[src/rtl/frame_decapsulation_module.sv]
// TSMP receive path: validates and strips the 16-byte TSMP header, then forwards
// the inner frame on the 9-bit byte stream tagged with its subtype.
module frame_decapsulation_module #(
    parameter logic [15:0] TSMP_ETYPE = 16'hff01,
    parameter int          ERR_CNT_W  = 16
) (
    input  logic                 i_clk,
    input  logic                 i_rst,
    input  logic [8:0]           iv_data,
    input  logic                 i_data_wr,
    input  logic [47:0]          iv_syned_global_time,
    output logic [8:0]           ov_data,
    output logic                 o_data_wr,
    output logic [7:0]           ov_subtype,
    output logic [47:0]          ov_ctrl_mac,
    output logic [47:0]          ov_rx_time,
    output logic                 o_frame_err,
    output logic [ERR_CNT_W-1:0] ov_err_cnt,
    output logic [ERR_CNT_W-1:0] ov_pkt_cnt
);

    typedef enum logic [1:0] {
        IDLE,
        HEAD,
        PAYLOAD,
        DROP
    } state_t;

    state_t      state;
    state_t      state_next;
    logic [4:0]  byte_cnt;
    logic [47:0] shadow_mac;
    logic [7:0]  shadow_subtype;
    logic        etype_hi_ok;
    logic        first_payload;
    logic        err_event;
    logic        fwd;
    logic        fwd_first;
    logic        frame_done;
    logic        flag_byte;

    assign flag_byte = i_data_wr && iv_data[8];

    always_ff @(posedge i_clk) begin
        if (i_rst) begin
            state <= IDLE;
        end else begin
            state <= state_next;
        end
    end

    // The flag bit on the first payload byte belongs to the header, so a flagged
    // byte there can only mean a one-byte payload.
    always_comb begin
        state_next = state;
        err_event  = 1'b0;
        fwd        = 1'b0;
        fwd_first  = 1'b0;
        frame_done = 1'b0;
        case (state)
            IDLE: begin
                if (flag_byte) begin
                    state_next = HEAD;
                end
            end
            HEAD: begin
                if (!i_data_wr || iv_data[8]) begin
                    err_event  = 1'b1;
                    state_next = IDLE;
                end else if (byte_cnt == 5'd13 &&
                             !(etype_hi_ok && iv_data[7:0] == TSMP_ETYPE[7:0])) begin
                    err_event  = 1'b1;
                    state_next = DROP;
                end else if (byte_cnt == 5'd15) begin
                    state_next = PAYLOAD;
                end
            end
            PAYLOAD: begin
                if (!i_data_wr) begin
                    err_event  = 1'b1;
                    state_next = IDLE;
                end else if (first_payload) begin
                    if (iv_data[8]) begin
                        err_event  = 1'b1;
                        state_next = IDLE;
                    end else begin
                        fwd       = 1'b1;
                        fwd_first = 1'b1;
                    end
                end else begin
                    fwd = 1'b1;
                    if (iv_data[8]) begin
                        frame_done = 1'b1;
                        state_next = IDLE;
                    end
                end
            end
            DROP: begin
                if (flag_byte) begin
                    state_next = IDLE;
                end
            end
            default: begin
                state_next = IDLE;
            end
        endcase
    end

    always_ff @(posedge i_clk) begin
        if (i_rst) begin
            ov_data        <= '0;
            o_data_wr      <= 1'b0;
            ov_subtype     <= '0;
            ov_ctrl_mac    <= '0;
            ov_rx_time     <= '0;
            o_frame_err    <= 1'b0;
            ov_err_cnt     <= '0;
            ov_pkt_cnt     <= '0;
            byte_cnt       <= '0;
            shadow_mac     <= '0;
            shadow_subtype <= '0;
            etype_hi_ok    <= 1'b0;
            first_payload  <= 1'b0;
        end else begin
            o_frame_err   <= err_event;
            o_data_wr     <= fwd;
            first_payload <= (state == HEAD) && (state_next == PAYLOAD);

            if (err_event && ov_err_cnt != '1) begin
                ov_err_cnt <= ov_err_cnt + ERR_CNT_W'(1);
            end
            if (frame_done) begin
                ov_pkt_cnt <= ov_pkt_cnt + ERR_CNT_W'(1);
            end

            if (fwd) begin
                ov_data <= fwd_first ? {1'b1, iv_data[7:0]} : iv_data;
            end
            if (fwd_first) begin
                ov_subtype  <= shadow_subtype;
                ov_ctrl_mac <= shadow_mac;
            end

            if (state == IDLE && flag_byte) begin
                ov_rx_time <= iv_syned_global_time;
            end

            if (state_next == IDLE) begin
                byte_cnt <= '0;
            end else if (state == IDLE) begin
                byte_cnt <= 5'd1;
            end else if (i_data_wr && byte_cnt != 5'd16) begin
                byte_cnt <= byte_cnt + 5'd1;
            end

            // Header fields land in shadow registers so a rejected frame never
            // disturbs the exported MAC and subtype.
            if (state == HEAD && i_data_wr) begin
                if (byte_cnt >= 5'd6 && byte_cnt <= 5'd11) begin
                    shadow_mac <= {shadow_mac[39:0], iv_data[7:0]};
                end
                if (byte_cnt == 5'd12) begin
                    etype_hi_ok <= (iv_data[7:0] == TSMP_ETYPE[15:8]);
                end
                if (byte_cnt == 5'd14) begin
                    shadow_subtype <= iv_data[7:0];
                end
            end
        end
    end

endmodule

[config.mk]
export PLATFORM = sky130hd
export DESIGN_NAME = frame_decapsulation_module
export DESIGN_NICKNAME = d
export VERILOG_FILES = /design/src/rtl/frame_decapsulation_module.sv
export SDC_FILE = /design/constraint.sdc
export NUM_CORES = 1
export LEC_CHECK = 0
export ABC_AREA = 0
export BUFFER_PORTS_ARGS = -buffer_cell sky130_fd_sc_hd__clkbuf_2
export CAP_MARGIN = 20
export CORE_MARGIN = 3
export CORE_UTILIZATION = 54
export CTS_CLUSTER_DIAMETER = 40
export CTS_CLUSTER_SIZE = 14
export DETAILED_ROUTE_END_ITERATION = 8
export PLACE_DENSITY = 0.79
export SETUP_SLACK_MARGIN = 0.02
export SYNTH_ARGS = -nofsm -noshare
export SYNTH_HDL_FRONTEND = slang
export SYNTH_SLANG_ARGS = --single-unit
[constraint.sdc]
create_clock -name i_clk -period 5.8 [get_ports i_clk]
set_input_delay 1.16 -clock i_clk [delete_from_list [all_inputs] [get_ports i_clk]]
set_output_delay 1.16 -clock i_clk [all_outputs]
set_load 0.005 [all_outputs]
# Yosys cells after proc, flatten, opt, wreduce, memory -nomap -nowiden
# Index checks and enable logic that the tools add are counted.
[totals]
register_bits = 212
latch_bits = 0
mem_bits_rw = 0
mem_bits_ro = 0
in_bits = 60
output_inout_bits = 147
wordCells = 79
mem_count = 0
[classes]
addsub = 3
n_mul = 0
div_mod_pow = 0
magnitude_cmp = 2
n_eq_ne = 12
shifts = 0
mux = 27
bitwise = 0
reduce_logical = 20
[op_table]
columns = ["op", "count"]
rows = [
  ["16-bit by 1-bit adder with 16-bit output (second input constant)", 2],
  ["5-bit by 4-bit == test with 1-bit output (second input constant)", 4],
  ["1-bit two-way mux", 17],
  ["16-bit != test (second input constant)", 1],
  ["2-bit two-way mux", 7],
  ["1-bit logical AND", 9],
  ["9-bit two-way mux", 1],
  ["8-bit by 1-bit == test with 1-bit output (second input constant)", 1],
  ["8-bit == test (second input constant)", 1],
  ["2-bit case mux with 4 select lines", 1],
  ["2-bit == test (second input constant)", 3],
  ["2-bit AND reduction", 3],
  ["5-bit by 1-bit adder with 5-bit output (second input constant)", 1],
  ["5-bit by 3-bit greater-or-equal comparator with 1-bit output (second input constant)", 1],
  ["5-bit by 4-bit less-or-equal comparator with 1-bit output (second input constant)", 1],
  ["5-bit != test (second input constant)", 1],
  ["2-bit zero test", 2],
  ["3-bit OR reduction", 1],
  ["2-bit by 1-bit == test with 1-bit output (second input constant)", 1],
  ["1-bit zero test", 2],
  ["1-bit case mux with 2 select lines", 1],
  ["2-bit nonzero test", 1],
  ["2-bit OR reduction", 1],
  ["1-bit logical OR", 1],
]

# Longest topological paths before layout
[depth]
depth_word = 9
ltp_mapped = 10
mapped_depth_nobuf = 8

# Worst setup path before layout
# Ideal clock, no wire load.
[synth_path]
kind = "input to register"
start = "in iv_data[8]"
end = "reg ov_err_cnt[13]"
setup_time_ps = 71
arrival_ps = 2378
required_time_ps = 5729
slack_ps = 3351
stages = 6
cell_sequence = "buf_2 nand2_1 a31oi_4 o21ai_4 or4_1 a21oi_1"
[synth_via]
elab_chain_len = 5
elab_cells_between_ends = 7
cone_classes = "mux: 5; reduce/logical: 2"
[synth_lines]
columns = ["element", "line", "text"]
rows = [
  ["start, declared", "9", "input logic [8:0] iv_data,"],
  ["1-bit two-way mux", "83", "if (iv_data[8]) begin"],
  ["1-bit two-way mux", "82", "end else if (first_payload) begin"],
  ["1-bit two-way mux", "79", "if (!i_data_wr) begin"],
  ["1-bit case mux with 2 select lines *", "60", "case (state)"],
  ["1-bit logical AND *", "129", "if (err_event && ov_err_cnt != '1) begin"],
  ["end signal, assigned", "130", "ov_err_cnt <= ov_err_cnt + ERR_CNT_W'(1);"],
  ["end, declared", "18", "output logic [ERR_CNT_W-1:0] ov_err_cnt,"],
]
# Mark *: on every way between the ends. The rest lies on a longest branch, timed or not.
# A chain may end at the register's enable or synchronous reset.

# Worst setup path in the final report
[layout_path]
start = "in i_data_wr"
end = "reg shadow_mac[26]"
[layout_via]
elab_chain_len = 2
[layout_lines]
columns = ["element", "line", "text"]
rows = [
  ["start, declared", "10", "input logic i_data_wr,"],
  ["1-bit logical AND", "158", "if (state == HEAD && i_data_wr) begin"],
  ["2-bit AND reduction (no source line)", "-", ""],
  ["end signal, assigned", "160", "shadow_mac <= {shadow_mac[39:0], iv_data[7:0]};"],
  ["end, declared", "32", "logic [47:0] shadow_mac;"],
]
# Every way passes these cells.

==> out/metrics.yaml <==
power.density_mw_per_mm2: 342
fillers: 1135
rsz0062_at_grt: "no"
critPathLaunchType: "input port"
area_growth_pct: 25.6
io_buffer_count: 206
numClockSinks: 212
min_period_ns: 2.99
core.rowCount: 44
grtUsageTotal: 0.231
crit_chain: "clkbuf_2 > nand3b_1 > a21oi_4 > buf_4 > mux2i_1 > nor2_1"
grt_max_degree: 118
drc: 0
ys_seq_area_frac: 0.520
synth_most_common_cell: "nand2_1"
placed_area_mm2: 0.00921
leakagePower_nw: 4.11
slew_viol_final: 0
synth.distinct_cells: 51
async_reset_ff_frac: 0
yosys_warnings: 0
syn_area_per_cell_um2: 8.59
end_kind: "flop"
path_class: "input port to flop"
cts_setup_buffers: 0
h-tree-depth: 1
dpl.hpwl_um: 12800
cts_buffers: 27
critical-path-max-stage-delay_ns: 0.65
fin_crit_sh: 0.515
slowest_stage: "a21oi_4"
cts-root-buf: "clkbuf_16"
ioPinCount: 207
maxCapViolCount: 0
nets: 1199
dpl.cell_count: 1283
post-route-util: 0.700
cp_data_arrival_time_ns: 3.34
cts_hold_buffers: 0
fmax_mhz: 335
place_congestion: 0.813
worstPathMaxFanout: 30
fp.dieArea_mm2: 0.0166
synth_commonest_cells: "241 x nand2_1, 212 x dfxtp_1, 133 x a21oi_1"
hold_viol_final: 0
cp_top_family: "buffers and inverters"
maxSlewHeadroom: 0.315
ys_top_cells_by_area: "dfxtp_1 52%, nand2_1 11%, a21oi_1 8.2%"
grt_pass1_vias: 6624
start_util: 0.557
fin_cells: 1332
fin_setup_tns_ns: 0
grt_first_pass_wirelength_um: 32200
path_clk_slew_ns: 0.06
vias: 7107
synthDominantCellAreaShare: 0.520
hold_path_class: "flop to flop"
firstDrtPassIters: 5
finClkSkew_ns: 0.0149
final_area_mm2: 0.0102
antenna_found_initial: 0
routedWlPerCell_um: 15.0
clk_latency_ns: 0.51
synth_edf_count: 0
cts_tree: "yes"
synth_top_area_cell: "dfxtp_1"
required_ns: 6.15
vias_per_cell: 5.34
ff_latch_area_mm2: 0.00424
die_w_um: 129
setup_viol: 0
cts_resized: 0
multi_input_area_mm2: 0.00361
clockBufferDepth: 3
grt_overflow: 0
tightestPinTransition_ns: 1.03
ys.flop_type: "dfxtp_1"
core-area_mm2: 0.0146
drive_gt1_frac: 0.237
drtIter0Drc: 453
peakVddDrop_v: 0.000227
dieHeight_um: 129
crit_buf_inv: 2
status: "finished clean"
synthCells: 950
ys_ff_latch: 212
synth_area_mm2: 0.00816
totalWireLength_um: 20000
synth_nets: 1021
antenna_left: 0
diodes: 0
## sequential cells by signal, indices dropped and copies added (netlist names), 5 cells and up
name / cells
byte_cnt: 5
ov_ctrl_mac: 48
ov_data: 9
ov_err_cnt: 16
ov_pkt_cnt: 16
ov_rx_time: 48
ov_subtype: 8
shadow_mac: 48
shadow_subtype: 8
## stage by stage
stage	power (mW)	setup WS, ns	hold slack (ns)
2_1_floorplan	1.60	3.35	0.431
3_3_place_gp	1.65	2.46	0.440
3_5_place_dp	1.66	2.39	0.445
4_1_cts	3.53	2.82	0.455
5_1_grt	3.61	2.70	0.470
6_report	3.51	2.81	0.452
## placed cells by master (no fill, tap or decap), drive strengths merged, types with 2 or more instances in the layout
master,count
nor2b,3
or3,12
a21oi,133
mux2i,60
nand2,241
o211ai,4
ha,11
nand4,16
clkbuf,236
dfxtp,212
clkinvlp,2
clkinv,6
nor3,4
nand3,13
and4,3
a31oi,2
bufinv,8
or4,2
nand3b,2
and3,10
nor2,88
o311ai,2
inv,18
o31ai,3
nor4,3
xor2,5
o21ai,17
xnor2,10
buf,5
## cell type report
cell class                      instances  share of cell area
Clock buffer                           31              0.0694
Clock inverter                         18              0.0319
Inverter                               16             0.00586
Multi-Input combinational cell        661               0.352
Sequential cell                       212               0.414
Tap cell                              184              0.0225
Timing Repair Buffer                  210               0.104
## power breakdown
group	internal [mW]	switching (mW)
sequential	1.48	0.0113
combinational	0.0495	0.0867
clock	1.25	0.638
total	2.77	0.736
## tightest hold or removal path: cells and delay by family, from the launching register on
family	cells	cell delay, ns
compound gates	1	0.05
flops	1	0.30
simple gates	1	0.05
## worst paths after layout
kind	startpoint	endpoint	slack, ns	cells past startpoint
max	i_data_wr	shadow_mac[26]	2.81	6
min reg2reg	ov_data[2]	ov_data[2]	0.45	2
min	ov_data[2]	ov_data[2]	0.45	2
max reg2reg	state[1]	shadow_mac[26]	3.07	7
## cells by family (layout without fill, tap and decap cells)
logic type               Yosys count  after routing  synth area share
XOR/XNOR                          15             15            0.0161
adder cells (fa/ha/maj)           11             11            0.0169
AND/OR/NAND/NOR                  406            406             0.215
flip-flops                       212            212             0.520
buffers and inverters             77            275            0.0406
AO/OA/AOI/OAI                    168            168             0.116
multiplexers                      61             61            0.0750
## layer usage
metal | wire length, um | track usage
met1 | 8450 | 0.305
met2 | 9770 | 0.389
met3 | 1410 | 0.0407
met4 | 381 | 0.0673
met5 | 0 | 0
(Power assumes the default switching activity.)
